**src/rtl/mem_access_ctrl.sv**
```systemverilog
// mem_access_ctrl
//   Arbitrates a fetch port and a data port onto a single shared memory.
//   One transaction at a time: IDLE -> ACCESS -> RESP -> IDLE.
//   Both ports are served round-robin when they contend.
//
// Ports
//   Clock, Reset        rising-edge clock, synchronous active-high reset
//   F_Req/F_Addr        fetch read request and address
//   F_Ack/F_Data        one-cycle fetch completion pulse and read data
//   D_Req/D_We/D_Addr/D_Wdata  data-port request (write when D_We=1)
//   D_Ack/D_Data        one-cycle data completion pulse and read data
//   Mem_Addr/Mem_Dout/Mem_We   shared memory address, write data, write enable
//   Mem_Din             memory read data, valid READ_LAT cycles after address
//   Busy                high whenever a transaction is in progress
//   Gnt_D               owner of the current or last transaction (1 = data)
module mem_access_ctrl #(
  parameter int unsigned READ_LAT = 2
) (
  input  logic        Clock,
  input  logic        Reset,
  input  logic        F_Req,
  input  logic [15:0] F_Addr,
  output logic        F_Ack,
  output logic [15:0] F_Data,
  input  logic        D_Req,
  input  logic        D_We,
  input  logic [15:0] D_Addr,
  input  logic [15:0] D_Wdata,
  output logic        D_Ack,
  output logic [15:0] D_Data,
  output logic [15:0] Mem_Addr,
  output logic [15:0] Mem_Dout,
  output logic        Mem_We,
  input  logic [15:0] Mem_Din,
  output logic        Busy,
  output logic        Gnt_D
);

  typedef enum logic [1:0] {
    IDLE,
    ACCESS,
    RESP
  } state_t;

  localparam logic [2:0] LAST_CNT = 3'(READ_LAT - 1);

  state_t     state;
  logic [2:0] cnt;
  logic       we_q;
  logic       pick_d;

  // Gnt_D doubles as the last-grant pointer: on contention the port that
  // did not own the previous transaction wins.
  always_comb begin
    pick_d = D_Req && (!F_Req || !Gnt_D);
  end

  always_ff @(posedge Clock) begin
    if (Reset) begin
      state    <= IDLE;
      cnt      <= '0;
      we_q     <= 1'b0;
      F_Ack    <= 1'b0;
      D_Ack    <= 1'b0;
      F_Data   <= '0;
      D_Data   <= '0;
      Mem_Addr <= '0;
      Mem_Dout <= '0;
      Mem_We   <= 1'b0;
      Busy     <= 1'b0;
      Gnt_D    <= 1'b0;
    end else begin
      F_Ack <= 1'b0;
      D_Ack <= 1'b0;
      unique case (state)
        IDLE: begin
          if (F_Req || D_Req) begin
            Gnt_D    <= pick_d;
            we_q     <= pick_d && D_We;
            Mem_We   <= pick_d && D_We;
            Mem_Addr <= pick_d ? D_Addr : F_Addr;
            if (pick_d) begin
              Mem_Dout <= D_Wdata;
            end
            cnt   <= '0;
            Busy  <= 1'b1;
            state <= ACCESS;
          end
        end

        ACCESS: begin
          if (we_q) begin
            Mem_We <= 1'b0;
            D_Ack  <= 1'b1;
            state  <= RESP;
          end else if (cnt == LAST_CNT) begin
            // Capture on the exiting edge so data is valid during the Ack.
            if (Gnt_D) begin
              D_Data <= Mem_Din;
              D_Ack  <= 1'b1;
            end else begin
              F_Data <= Mem_Din;
              F_Ack  <= 1'b1;
            end
            state <= RESP;
          end else begin
            cnt <= cnt + 3'd1;
          end
        end

        RESP: begin
          Busy  <= 1'b0;
          state <= IDLE;
        end

        default: begin
          Busy   <= 1'b0;
          Mem_We <= 1'b0;
          state  <= IDLE;
        end
      endcase
    end
  end

endmodule

```
**config.mk**
```make
export PLATFORM = sky130hd
export DESIGN_NAME = mem_access_ctrl
export DESIGN_NICKNAME = d
export VERILOG_FILES = /design/src/rtl/mem_access_ctrl.sv
export SDC_FILE = /design/constraint.sdc
export NUM_CORES = 1
export LEC_CHECK = 0
export BUFFER_PORTS_ARGS = -buffer_cell sky130_fd_sc_hd__buf_2
export CAP_MARGIN = 20
export CORE_MARGIN = 2
export CORE_UTILIZATION = 35
export DETAILED_ROUTE_END_ITERATION = 16
export GPL_ROUTABILITY_DRIVEN = 0
export PLACE_DENSITY = 0.73
export SYNTH_ARGS = -nofsm -noshare
export SYNTH_HDL_FRONTEND = slang
export SYNTH_SLANG_ARGS = --single-unit
```
**constraint.sdc**
```tcl
create_clock -name Clock -period 2.45 [get_ports Clock]
set_clock_uncertainty 0.15 [all_clocks]
set_input_delay 0.1225 -clock Clock [delete_from_list [all_inputs] [get_ports Clock]]
set_output_delay 0.1225 -clock Clock [all_outputs]
set_load 0.02 [all_outputs]
```
==> flow_summary.ini <==
[logic_synthesis]
yosysMostFrequentCell = nand2_1
synth_flop_cell = dfxtp_1
synthSimpleGateAreaFrac = 0.2036
synth_area_leaders = dfxtp_1 (53%), nand2_1 (13%), a21oi_1 (9.5%)
ys_types = 31
syn-num-nets = 404
synthAdderAreaFrac = 0.008834
synth-compound-area-share = 0.1586
synthXorXnorAreaFrac = 0
muxShareOfSynthArea = 0.05654
synth_top_cell_by_area = dfxtp_1
synthCells = 333
async_reset_ff_frac = 0
synth_area_per_cell_sq_um = 8.507
synth_top_family_by_area = simple AND/OR/NAND/NOR gates
ys_ff_latch = 75
synth_top_area_frac = 0.5300
yosys_warnings = 0
synthTopCellsByCount = nand2_1 (99), dfxtp_1 (75), a21oi_1 (54)
synth-edff-count = 0
ys_seq_area_frac = 0.5300
netlist_area_sq_um = 2833

[sta]
setup-tns-final_ps = 0
max_freq_mhz = 462.9
finalHoldViolCount = 0
rsz0062_at_grt = no
worstMarginPinSlew_ps = 744.0
period_share = 0.8817
finalCriticalPeriod_ps = 2160
slew_viol_final = 0
relSlewSlack = 0.5040
finalSetupViolations = 0
hold_slack_ps = 6.076

[floorplan]
row_count = 32
die_w_microns = 93.97
io_pins = 138
dieArea_sq_um = 8829
initial_utilization = 0.3647
design.core.area_sq_um = 7767
dieHeight_microns = 93.97

[clock_tree]
clock_sinks = 75
cts-root-buf = clkbuf_8
cts_tree = built
cts_htree_levels = 3
clkTransAtPathRegs_ps = 80
clockBufferDepth = 2
post_cts_buffers = 0
cts_made_buffers = 9
clock_latency_ps = 350

[detailed_routing]
wire_per_inst_microns = 14.07
ant_nets = 0
vias_per_cell = 4.794
drt_drc_violations_left = 0
dr.first_iter.drc_count = 108
dr.pass1.iters = 4
wl_mm = 8.861
num_vias = 3020

[worst_setup_path]
cp_max_fo = 17
slowest_stage = dlygate4sd3_1
slowest_delay_ps = 580
path_class = reg -> reg
reg2reg_slack_ps = 290
critPathTopFamily = buffers and inverters
required_ps = 2550
arrival_ps = 2260
path_cells = a21boi_2, buf_4, mux2i_1, dlygate4sd3_1, a211oi_1
cp-end-kind = flip-flop
critPathBufInv = 2
cp-start-kind = flip-flop

[pwr]
peakVddDrop_mv = 0.2901
power_mw = 3.015
p_leak_nw = 1.990
p_per_area_nw_per_um2 = 685.5

[placement]
dp_hpwl_mm = 5.332
numPortBuffers = 137
dpl.cell_count = 552

[cells_and_area]
multiInputGateArea_sq_um = 1220
regArea_sq_um = 1501
layout.cells.non_filler = 630
diodes = 0
num-nets-final = 594
n_fill_cell = 683
areaGrowthSynthToFinish_pct = 55.26
drive_above_1_share = 0.3049

[global_routing]
grt_usage = 0.2018
grt_pass1_wl_mm = 13.76
grt.overflow.total = 0
antenna_found_initial = 0
grt_max_degree = 73
grt_pass1_vias = 2956

[hold_path]
hold_path_class = in -> reg

[outcome]
status = completed

[run]
cap_viol_max_count = 0
==> layer usage <==
layer	track usage	up-vias	part of all wire
li1	-	1495	-
met1	0.2202	1350	0.41
met2	0.3435	152	0.46
met3	0.07143	23	0.095
met4	0.1039	0	0.028
met5	0	-	0
==> kinds of logic after synthesis <==
family          Yosys count
simple gates            138
compound gates           78
fa+ha+maj                 2
buf+inv                  24
mux                      16
flops                    75
==> path summary, 6_finish.rpt <==
path,from,end,depth (start not counted)
worst max register to register,Gnt_D$_SDFFE_PP0P_,Mem_Addr[10]$_SDFFE_PP0P_,5
worst min register to register,F_Data[13]$_SDFFE_PP0P_,F_Data[13]$_SDFFE_PP0P_,2
worst max-delay path,Gnt_D$_SDFFE_PP0P_,Mem_Addr[10]$_SDFFE_PP0P_,5
worst min-delay path,D_Addr[2],Mem_Addr[2]$_SDFFE_PP0P_,3
==> state kept, by name, summed over array words and instances (netlist names) <==
name	flops
Mem_We	1
Mem_Addr	16
state	2
Gnt_D	1
cnt	3
we_q	1
F_Data	16
F_Ack	1
D_Data	16
Busy	1
D_Ack	1
Mem_Dout	16
==> layout make-up <==
type                            instances  area share
Timing Repair Buffer                  202      0.3021
Tap cell                              102     0.02902
Clock buffer                           10     0.02902
Inverter                                1   0.0008535
Clock inverter                          6     0.02020
Sequential cell                        75      0.3414
Multi-Input combinational cell        234      0.2774
==> metrics by stage <==
step / instance area, sq um / utilization / setup WS, ps
final: 4398 / 0.5662 / 289.7
after global routing: 4398 / 0.5662 / 182.9
after CTS: 4398 / 0.5662 / 379.6
after detailed placement: 3561 / 0.4584 / 417.0
after global placement: 3561 / 0.4584 / 498.3
after floorplan: 2833 / - / 662.4
==> worst min-delay path, delay by kind of cell <==
family,cells,cell delay (ps)
AOI/OAI and AO/OA,1,90
buffers and inverters,1,100
muxes,1,140
==> where the power goes <==
| group | leakage (nW) | total (mW) | internal (mW) | switching, mW |
|---|---|---|---|---|
| registers | 0.612 | 1.36 | 1.30 | 0.0573 |
| logic | 1.28 | 0.609 | 0.264 | 0.346 |
| clock network | 0.103 | 1.04 | 0.575 | 0.468 |
| total | 1.99 | 3.01 | 2.14 | 0.871 |
==> timing repair <==
action                                 in CTS  in global routing
gates resized for setup                     0                  0
hold buffers                               62                  0
endpoints found under the hold margin      67                  0
==> placed cells by master (no fill, tap or decap), drive strengths merged, types with 2 or more instances in the layout <==
cell | Yosys | final
buf | 9 | 140
nand2 | 99 | 99
dfxtp | 75 | 75
dlygate4sd3 | 0 | 62
a21oi | 54 | 54
nor2 | 24 | 24
mux2i | 16 | 16
a211oi | 16 | 16
clkbuf | 14 | 10
nand2b | 2 | 2
nor2b | 2 | 2
a22o | 2 | 2
nand3 | 2 | 2
o21ai | 2 | 2
ha | 2 | 2
clkinvlp | 0 | 2
bufinv | 0 | 2
inv | 1 | 2
or3b | 2 | 2
nor3 | 2 | 2
nor3b | 2 | 2
Power figures use the tool's default switching activity.
